--- src/rtl/cam_pkg.sv ---
// Shared encodings for the CAM table controller: command ops, response status codes and
// controller states.
package cam_pkg;

   localparam logic OP_INSERT = 1'b0;
   localparam logic OP_DELETE = 1'b1;

   localparam logic [1:0] ST_INSERTED  = 2'd0;
   localparam logic [1:0] ST_EXISTS    = 2'd1;
   localparam logic [1:0] ST_FULL      = 2'd2;
   localparam logic [1:0] ST_NOT_FOUND = 2'd3;

   typedef enum logic [2:0] {
      StInit,
      StIdle,
      StLookup,
      StEval,
      StWrite,
      StWait,
      StResp
   } state_e;

endpackage

--- src/rtl/cam_free_alloc.sv ---
// Free-entry allocator: lowest clear bit of the occupancy bitmap and a full flag.
module cam_free_alloc #(
   parameter int unsigned AddrW = 5
) (
   input  logic [(1 << AddrW)-1:0] bitmap_i,
   output logic [AddrW-1:0]        free_idx_o,
   output logic                    full_o
);

   logic any_free;

   priority_encoder #(
      .Width (1 << AddrW),
      .IdxW  (AddrW)
   ) u_enc (
      .in_i    (~bitmap_i),
      .idx_o   (free_idx_o),
      .valid_o (any_free)
   );

   assign full_o = ~any_free;

endmodule

--- src/rtl/priority_encoder.sv ---
// Combinational priority encoder: index of the lowest set bit of in_i, plus a valid flag.
module priority_encoder #(
   parameter int unsigned Width = 32,
   parameter int unsigned IdxW  = $clog2(Width)
) (
   input  logic [Width-1:0] in_i,
   output logic [IdxW-1:0]  idx_o,
   output logic             valid_o
);

   // Scan from the top down so the lowest set bit is the last one written.
   always_comb begin
      idx_o   = '0;
      valid_o = 1'b0;
      for (int i = Width - 1; i >= 0; i--) begin
         if (in_i[i]) begin
            idx_o   = IdxW'(i);
            valid_o = 1'b1;
         end
      end
   end

endmodule

--- src/rtl/cam_table_ctrl.sv ---
// Insert/delete request controller for the block-RAM CAM; owns the occupancy bitmap.
// Optional build macro CAM_CTRL_DUP_CHECK_EN enables duplicate-key detection on insert.
module cam_table_ctrl
   import cam_pkg::*;
#(
   parameter int unsigned DATA_WIDTH = 64,
   parameter int unsigned ADDR_WIDTH = 5
) (
   input  logic                  clk,
   input  logic                  rst,
   input  logic [DATA_WIDTH-1:0] req_data,
   input  logic                  req_op,
   input  logic                  req_valid,
   output logic                  req_ready,
   output logic [ADDR_WIDTH-1:0] resp_addr,
   output logic [1:0]            resp_status,
   output logic                  resp_valid,
   input  logic                  resp_ready,
   output logic [ADDR_WIDTH:0]   occupancy,
   output logic [ADDR_WIDTH-1:0] cam_write_addr,
   output logic [DATA_WIDTH-1:0] cam_write_data,
   output logic                  cam_write_delete,
   output logic                  cam_write_enable,
   input  logic                  cam_write_busy,
   output logic [DATA_WIDTH-1:0] cam_compare_data,
   input  logic                  cam_match,
   input  logic [ADDR_WIDTH-1:0] cam_match_addr
);

   localparam int unsigned Depth = 1 << ADDR_WIDTH;
   localparam int unsigned OccW  = ADDR_WIDTH + 1;

   state_e                state_q;
   logic [DATA_WIDTH-1:0] key_q;
   logic                  op_q;
   logic [Depth-1:0]      bitmap_q;
   logic [OccW-1:0]       occupancy_q;
   logic                  wait_first_q;
   logic                  req_ready_q;
   logic                  resp_valid_q;
   logic [1:0]            resp_status_q;
   logic [ADDR_WIDTH-1:0] resp_addr_q;
   logic [ADDR_WIDTH-1:0] write_addr_q;
   logic [DATA_WIDTH-1:0] write_data_q;
   logic                  write_delete_q;
   logic                  write_enable_q;
   logic [DATA_WIDTH-1:0] compare_data_q;

   logic [ADDR_WIDTH-1:0] free_idx;
   logic                  full;
   logic                  dup_hit;

   cam_free_alloc #(
      .AddrW (ADDR_WIDTH)
   ) u_alloc (
      .bitmap_i   (bitmap_q),
      .free_idx_o (free_idx),
      .full_o     (full)
   );

`ifdef CAM_CTRL_DUP_CHECK_EN
   assign dup_hit = cam_match;
`else
   assign dup_hit = 1'b0;
`endif

   always_ff @(posedge clk) begin
      if (rst) begin
         state_q        <= StInit;
         key_q          <= '0;
         op_q           <= OP_INSERT;
         bitmap_q       <= '0;
         occupancy_q    <= '0;
         wait_first_q   <= 1'b0;
         req_ready_q    <= 1'b0;
         resp_valid_q   <= 1'b0;
         resp_status_q  <= ST_INSERTED;
         resp_addr_q    <= '0;
         write_addr_q   <= '0;
         write_data_q   <= '0;
         write_delete_q <= 1'b0;
         write_enable_q <= 1'b0;
         compare_data_q <= '0;
      end else begin
         unique case (state_q)
            StInit: begin
               if (!cam_write_busy) begin
                  req_ready_q <= 1'b1;
                  state_q     <= StIdle;
               end
            end
            StIdle: begin
               if (req_valid) begin
                  key_q          <= req_data;
                  op_q           <= req_op;
                  compare_data_q <= req_data;
                  req_ready_q    <= 1'b0;
                  state_q        <= StLookup;
               end
            end
            StLookup: state_q <= StEval;
            StEval: begin
               if (op_q == OP_DELETE) begin
                  if (cam_match) begin
                     write_addr_q   <= cam_match_addr;
                     write_data_q   <= key_q;
                     write_delete_q <= 1'b1;
                     state_q        <= StWrite;
                  end else begin
                     resp_status_q <= ST_NOT_FOUND;
                     resp_addr_q   <= '0;
                     resp_valid_q  <= 1'b1;
                     state_q       <= StResp;
                  end
               end else if (dup_hit) begin
                  resp_status_q <= ST_EXISTS;
                  resp_addr_q   <= cam_match_addr;
                  resp_valid_q  <= 1'b1;
                  state_q       <= StResp;
               end else if (full) begin
                  resp_status_q <= ST_FULL;
                  resp_addr_q   <= '0;
                  resp_valid_q  <= 1'b1;
                  state_q       <= StResp;
               end else begin
                  write_addr_q   <= free_idx;
                  write_data_q   <= key_q;
                  write_delete_q <= 1'b0;
                  state_q        <= StWrite;
               end
            end
            StWrite: begin
               if (!cam_write_busy) begin
                  write_enable_q <= 1'b1;
                  wait_first_q   <= 1'b1;
                  state_q        <= StWait;
               end
            end
            StWait: begin
               // Busy lags enable by a cycle, so the first WAIT cycle never looks at it.
               write_enable_q <= 1'b0;
               wait_first_q   <= 1'b0;
               if (!wait_first_q && !cam_write_busy) begin
                  bitmap_q[write_addr_q] <= (op_q == OP_INSERT);
                  if (op_q == OP_INSERT) begin
                     occupancy_q <= occupancy_q + OccW'(1);
                  end else begin
                     occupancy_q <= occupancy_q - OccW'(1);
                  end
                  resp_status_q <= ST_INSERTED;
                  resp_addr_q   <= write_addr_q;
                  resp_valid_q  <= 1'b1;
                  state_q       <= StResp;
               end
            end
            StResp: begin
               if (resp_ready) begin
                  resp_valid_q <= 1'b0;
                  req_ready_q  <= 1'b1;
                  state_q      <= StIdle;
               end
            end
            default: state_q <= StInit;
         endcase
      end
   end

   assign req_ready        = req_ready_q;
   assign resp_valid       = resp_valid_q;
   assign resp_status      = resp_status_q;
   assign resp_addr        = resp_addr_q;
   assign occupancy        = occupancy_q;
   assign cam_write_addr   = write_addr_q;
   assign cam_write_data   = write_data_q;
   assign cam_write_delete = write_delete_q;
   assign cam_write_enable = write_enable_q;
   assign cam_compare_data = compare_data_q;

endmodule

--- config.mk ---
export PLATFORM = sky130hd
export DESIGN_NAME = cam_table_ctrl
export DESIGN_NICKNAME = d
export VERILOG_FILES = /design/src/rtl/cam_pkg.sv /design/src/rtl/cam_free_alloc.sv /design/src/rtl/priority_encoder.sv /design/src/rtl/cam_table_ctrl.sv
export SDC_FILE = /design/constraint.sdc
export NUM_CORES = 1
export LEC_CHECK = 0
export CAP_MARGIN = 20
export CORE_UTILIZATION = 47
export DETAILED_ROUTE_END_ITERATION = 8
export GPL_TIMING_DRIVEN = 1
export PLACE_DENSITY = 0.89
export SETUP_SLACK_MARGIN = 0.05
export SYNTH_ARGS = -nofsm -noshare
export SYNTH_HDL_FRONTEND = slang
export SYNTH_SLANG_ARGS = --single-unit
--- constraint.sdc ---
create_clock -name clk -period 2.5 [get_ports clk]
set_input_delay 0.375 -clock clk [delete_from_list [all_inputs] [get_ports clk]]
set_output_delay 0.375 -clock clk [all_outputs]
set_load 0.02 [all_outputs]
# Word level (Yosys, flattened, before mapping)
# Index checks and enable logic that the tools add are counted.
# W data, S select, Z words.
# totals
latch_bits	0
in_bits	76
output_inout_bits	150
reg_bits	186
wordCells	158
memories	0
romBits	0
mem_bits_rw	0
# classes
n_div	0
muxes	107
shifts	0
magnitude_cmp	2
eq_ne	14
reduce_logical	18
mul	0
addsub	2
bitwise_logic	2
# op_table
cell	n
$mux W5	39
$mux W64	3
$mux W1	44
$bwmux W32	1
$not A32 Y32	1
$pmux W3 S7	1
$mux W3	6
$mux W2	6
$ne A2 B2 Y1 const B	6
$pmux W5 S2	1
$reduce_and A5 Y1	2
$eq A3 B3 Y1 const B	3
$reduce_and A4 Y1	2
$add A6 B1 Y6 const B	1
$eq A3 B2 Y1 const B	2
$lt A5 B6 Y1 const B	1
$mux W6	1
$ne A3 B3 Y1 const B	2
$pmux W1 S3	2
$reduce_and A2 Y1	3
$reduce_bool A2 Y1	3
$reduce_bool A3 Y1	2
$sub A6 B1 Y6 const B	1
$demux W1 S5	1
other kinds (9)	11

# Depth between registers and ports, before layout
# depth
ltp_word	36
mapped_depth	9
depth_no_buf	7

# Modules after synthesis
# A second synthesis with hierarchy kept.
# hier_totals
cells_unflattened	977
area_unflattened_um2	7606.0
# by_module_without_submodules
mod	instances	seq_area_each_um2	area_each_um2	cells_per_inst
cam_table_ctrl	1	3723.6	7111.8	879
priority_encoder	1	0.0	370.4	65
cam_free_alloc	1	0.0	123.9	33

# Worst setup path after synthesis
# No wires, ideal clock.
# synth_path
kind	reg2reg
from	reg, netlist name cam_write_enable
to	reg bitmap_q[0]
path_stages_with_launch	7
period_less_slack_ns	2.044
t_required_ns	2.430
setup_slack_ns	0.456
arrival_time_ns	1.974
setup_time_ns	0.070
path_buffers	1
path_cell_list	dfxtp_1 or3b_1 or2_1 or3_4 clkbuf_2 or3_1 a21oi_1
# synth_rtl
item	line_no	rtl
end signal: indexed assignment	cam_table_ctrl.sv:144	bitmap_q[write_addr_q] <= (op_q == OP_INSERT);
end: declaration	cam_table_ctrl.sv:36	logic [Depth-1:0] bitmap_q;

# Final worst setup path
# layout_path
from	reg bitmap_q[21]
to	reg resp_addr_q[3] (netlist: resp_addr[3])
# layout_via
elab_chain_cells	25
# layout_lines
item	line_no	rtl
$not A32 Y32	cam_free_alloc.sv:16	.in_i (~bitmap_i),
$mux W1 (22 in series)	priority_encoder.sv:16	if (in_i[i]) begin
$ne A3 B3 Y1 (no source line)	--	
$reduce_and A4 Y1 (no source line)	--	
end signal: assignment	cam_table_ctrl.sv:117	resp_addr_q <= cam_match_addr;
end signal: assignment	cam_table_ctrl.sv:151	resp_addr_q <= write_addr_q;
end: declaration	cam_table_ctrl.sv:42	logic [ADDR_WIDTH-1:0] resp_addr_q;
# No other way between the ends.
# A chain may end at the register's enable or synchronous reset.

==> results.cfg <==
[setup_path]
cp.required_ns = 2.80
worstSetupPathType = register to register
endpoint_kind = register
slowest_stage = or4_4
cp_max_fo = 6
rr_worst_depth = 5
crit_path_max_incr_delay_ns = 0.62
cp.arrival_ns = 2.49
startpoint = bitmap_q[21]
reg2reg_from = bitmap_q[21]
start_kind = register
cp_cell_sequence = nand4_1, or4_4, or3_4, a21oi_1, o21ai_0
r2r_slack_ns = 0.30
rr_endpoint = resp_addr[3]

[timing]
slew_headroom_pct = 65.2
max_freq_ghz = 0.455
setup_tns_ns = 0
layout_min_cycle_time_ns = 2.20
finalSetupViolations = 0
hold_slack_ns = 0.441
slew_violations = 0
timing.final.crit_share_pct = 87.9
finalHoldViolCount = 0
rsz0062_at_grt = false
skew_ns = 0.00923
fin_ws_ns = 0.301
tightestPinTransition_ns = 0.522

[synth]
yosysSeqAreaShare_pct = 50.4
syn_avg_cell_area_um2 = 7.82
syn-instance-count = 945
synthMuxAreaShare_pct = 0.135
yosys-top-cells-count = nand2_1 (285), dfxtp_1 (186), a21oi_1 (180)
synth_most_common_cell = nand2_1
synth_nets = 1026
synth_top_family_by_area = simple AND/OR/NAND/NOR gates
ys_types = 53
synthArstFlopShare_pct = 0
synth_fa_ha_area_share_pct = 0.948
yosys.area.top_type = dfxtp_1
yosys.area_share.simple_pct = 24.1
syn-cell-area_mm2 = 0.00739
synth_edf_count = 0
yosys.area_share.xor_xnor_pct = 0.355
ys_seq_elements = 186
synthTopCellsByArea = dfxtp_1 (50%), nand2_1 (14%), a21oi_1 (12%)
synth-compound-area-share_pct = 19.7
yosysTopAreaCellShare_pct = 50.4
synthFlopType = dfxtp_1
yosysWarnings = 0

[global_route]
met3_usage_pct = 8.54
grt_max_degree = 79
antenna_found_initial = 0
gr-usage-met2_pct = 44.3
grt_pass1_wl_mm = 34.2
grt_pass1_vias = 6819
grt-busiest-layer = met2
grt.overflow.total = 0
grt.total_usage_pct = 26.8
use_met1_pct = 31.7

[detailed_routing]
drt_iter0_drc = 544
drt_wl_total_mm = 21.7
ant_nets = 0
via_per_inst = 5.39
drt_first_pass_iters = 5
drc = 0
routedWlPerCell_um = 15.9
vias = 7353

[placement]
gp_congestion = 0.847
dpl-instance-area_mm2 = 0.00988
io_buffers = 225
dp_hpwl_mm = 14.9
pre_cts_ws_ns = 0.0365

[clock_network]
clk_latency_ns = 0.42
cts_htree_levels = 4
cts.clk_slew.worst_paths_ns = 0.07
ctsResizeCount = 0
cts_inserted_buffers = 17
clkSinkCount = 186
cts_tree = built
holdBufCountCts = 0
root_buffer = clkbuf_16
postCtsSetupRepairBufs = 0
cts_buffer_depth = 2

[final_layout]
area_growth_pct = 41.1
fill_cells = 1192
fin_nets = 1220
drive_gt1_share_pct = 5.73
final_area_mm2 = 0.0104
antenna_cells_inserted = 0
finish.utilization_pct = 68.4

[power_and_ir_drop]
p_leak_nw = 3.40
power_per_cell_area_mw_per_mm2 = 705
max-vdd-ir-drop_uv = 544

[status]
status = finished, final reports clean

[hold_path]
holdCritStartpoint = rst
hp-class = input port to register
hold_end = state_q[0]
whs_path_depth = 3

[floorplan]
core_area_mm2 = 0.0153
fp-row-count = 45
die-area_mm2 = 0.0162
die_h_um = 127
initial_core_util_pct = 48.4
io_pins = 226
fp.dieW_um = 127

[run]
max_cap_viol_count = 0
[cell type report]
type                       count  area [um2]  share of cell area (%)
sequential                   186        3720                    35.7
multi-input combinational    679        3360                    32.2
timing repair buffer         244        2490                    23.9
clock buffer                  19         453                    4.34
tap                          211         264                    2.53
clock inverter                13        96.3                   0.923
inverter                      11        41.3                   0.396
[stage by stage]
step / cells / power [W]
floorplan: 945 / 0.00417
global placement: 1331 / 0.00488
detailed placement: 1331 / 0.00491
CTS: 1363 / 0.00739
global route: 1363 / 0.00766
finish: 1363 / 0.00735
[state kept, by name, indices dropped and copies added (netlist names), 2 cells and up]
| name | cells |
|---|---|
| state_q | 3 |
| bitmap_q | 32 |
| resp_status | 2 |
| cam_write_data | 64 |
| occupancy | 6 |
| resp_addr | 5 |
| cam_write_addr | 5 |
| cam_compare_data | 64 |
[cells in the final DEF, fill, tap and decap left out, types with 3 or more instances in the layout]
master	netlist	layout
nand4_1	12	12
buf_4	4	12
dfxtp_1	186	186
and3_1	6	5
a211oi_1	3	3
or3_1	34	34
a211o_1	3	3
ha_1	4	4
clkbuf_16	0	17
a21o_1	4	4
a31oi_1	3	3
a21oi_1	180	180
clkinv_2	0	4
nand3b_1	11	11
o21ai_0	49	49
inv_1	11	11
o211ai_1	4	4
nand3_1	15	14
nand2_1	285	285
buf_12	0	8
clkinv_4	0	5
nor2b_1	4	4
xnor2_1	3	3
nand2b_1	3	3
clkdlybuf4s50_1	0	224
nor2_1	20	20
[critical path, delay by kind of cell (launching register included)]
family | cells | cell delay (ns)
flip-flops | 1 | 0.41
AND/OR/NAND/NOR | 3 | 1.20
AO/OA/AOI/OAI | 2 | 0.47
[power by group]
group          total, W  switching (W)  internal [W]  leakage, nW
clock           0.00250        0.00117       0.00133        0.269
sequential      0.00332       0.000171       0.00315         1.50
combinational   0.00153       0.000882      0.000650         1.63
[kinds of logic after synthesis]
family,Yosys count
DFF,186
AOI/OAI and AO/OA,266
and+or+nand+nor,404
xor gates and xnor gates,3
buffers and inverters,80
adders and majority gates,5
muxes,1
[worst max path at each step]
| stage | endpoint | slack, ns |
|---|---|---|
| 2_1_floorplan | bitmap_q[0] | 0.46 |
| 3_3_place_gp | bitmap_q[20] | 0.09 |
| 3_5_place_dp | bitmap_q[24] | 0.04 |
| 4_1_cts | cam_write_delete | 0.30 |
| 5_1_grt | resp_addr[4] | 0.21 |
| 6_report | resp_addr[3] | 0.30 |
[routing by layer]
| metal | routed length [um] | share of wire, % |
|---|---|---|
| met1 | 8630 | 40 |
| met2 | 10600 | 49 |
| met3 | 1790 | 8.2 |
| met4 | 720 | 3.3 |
| met5 | 0 | 0 |
Power figures use the tool's default switching activity.
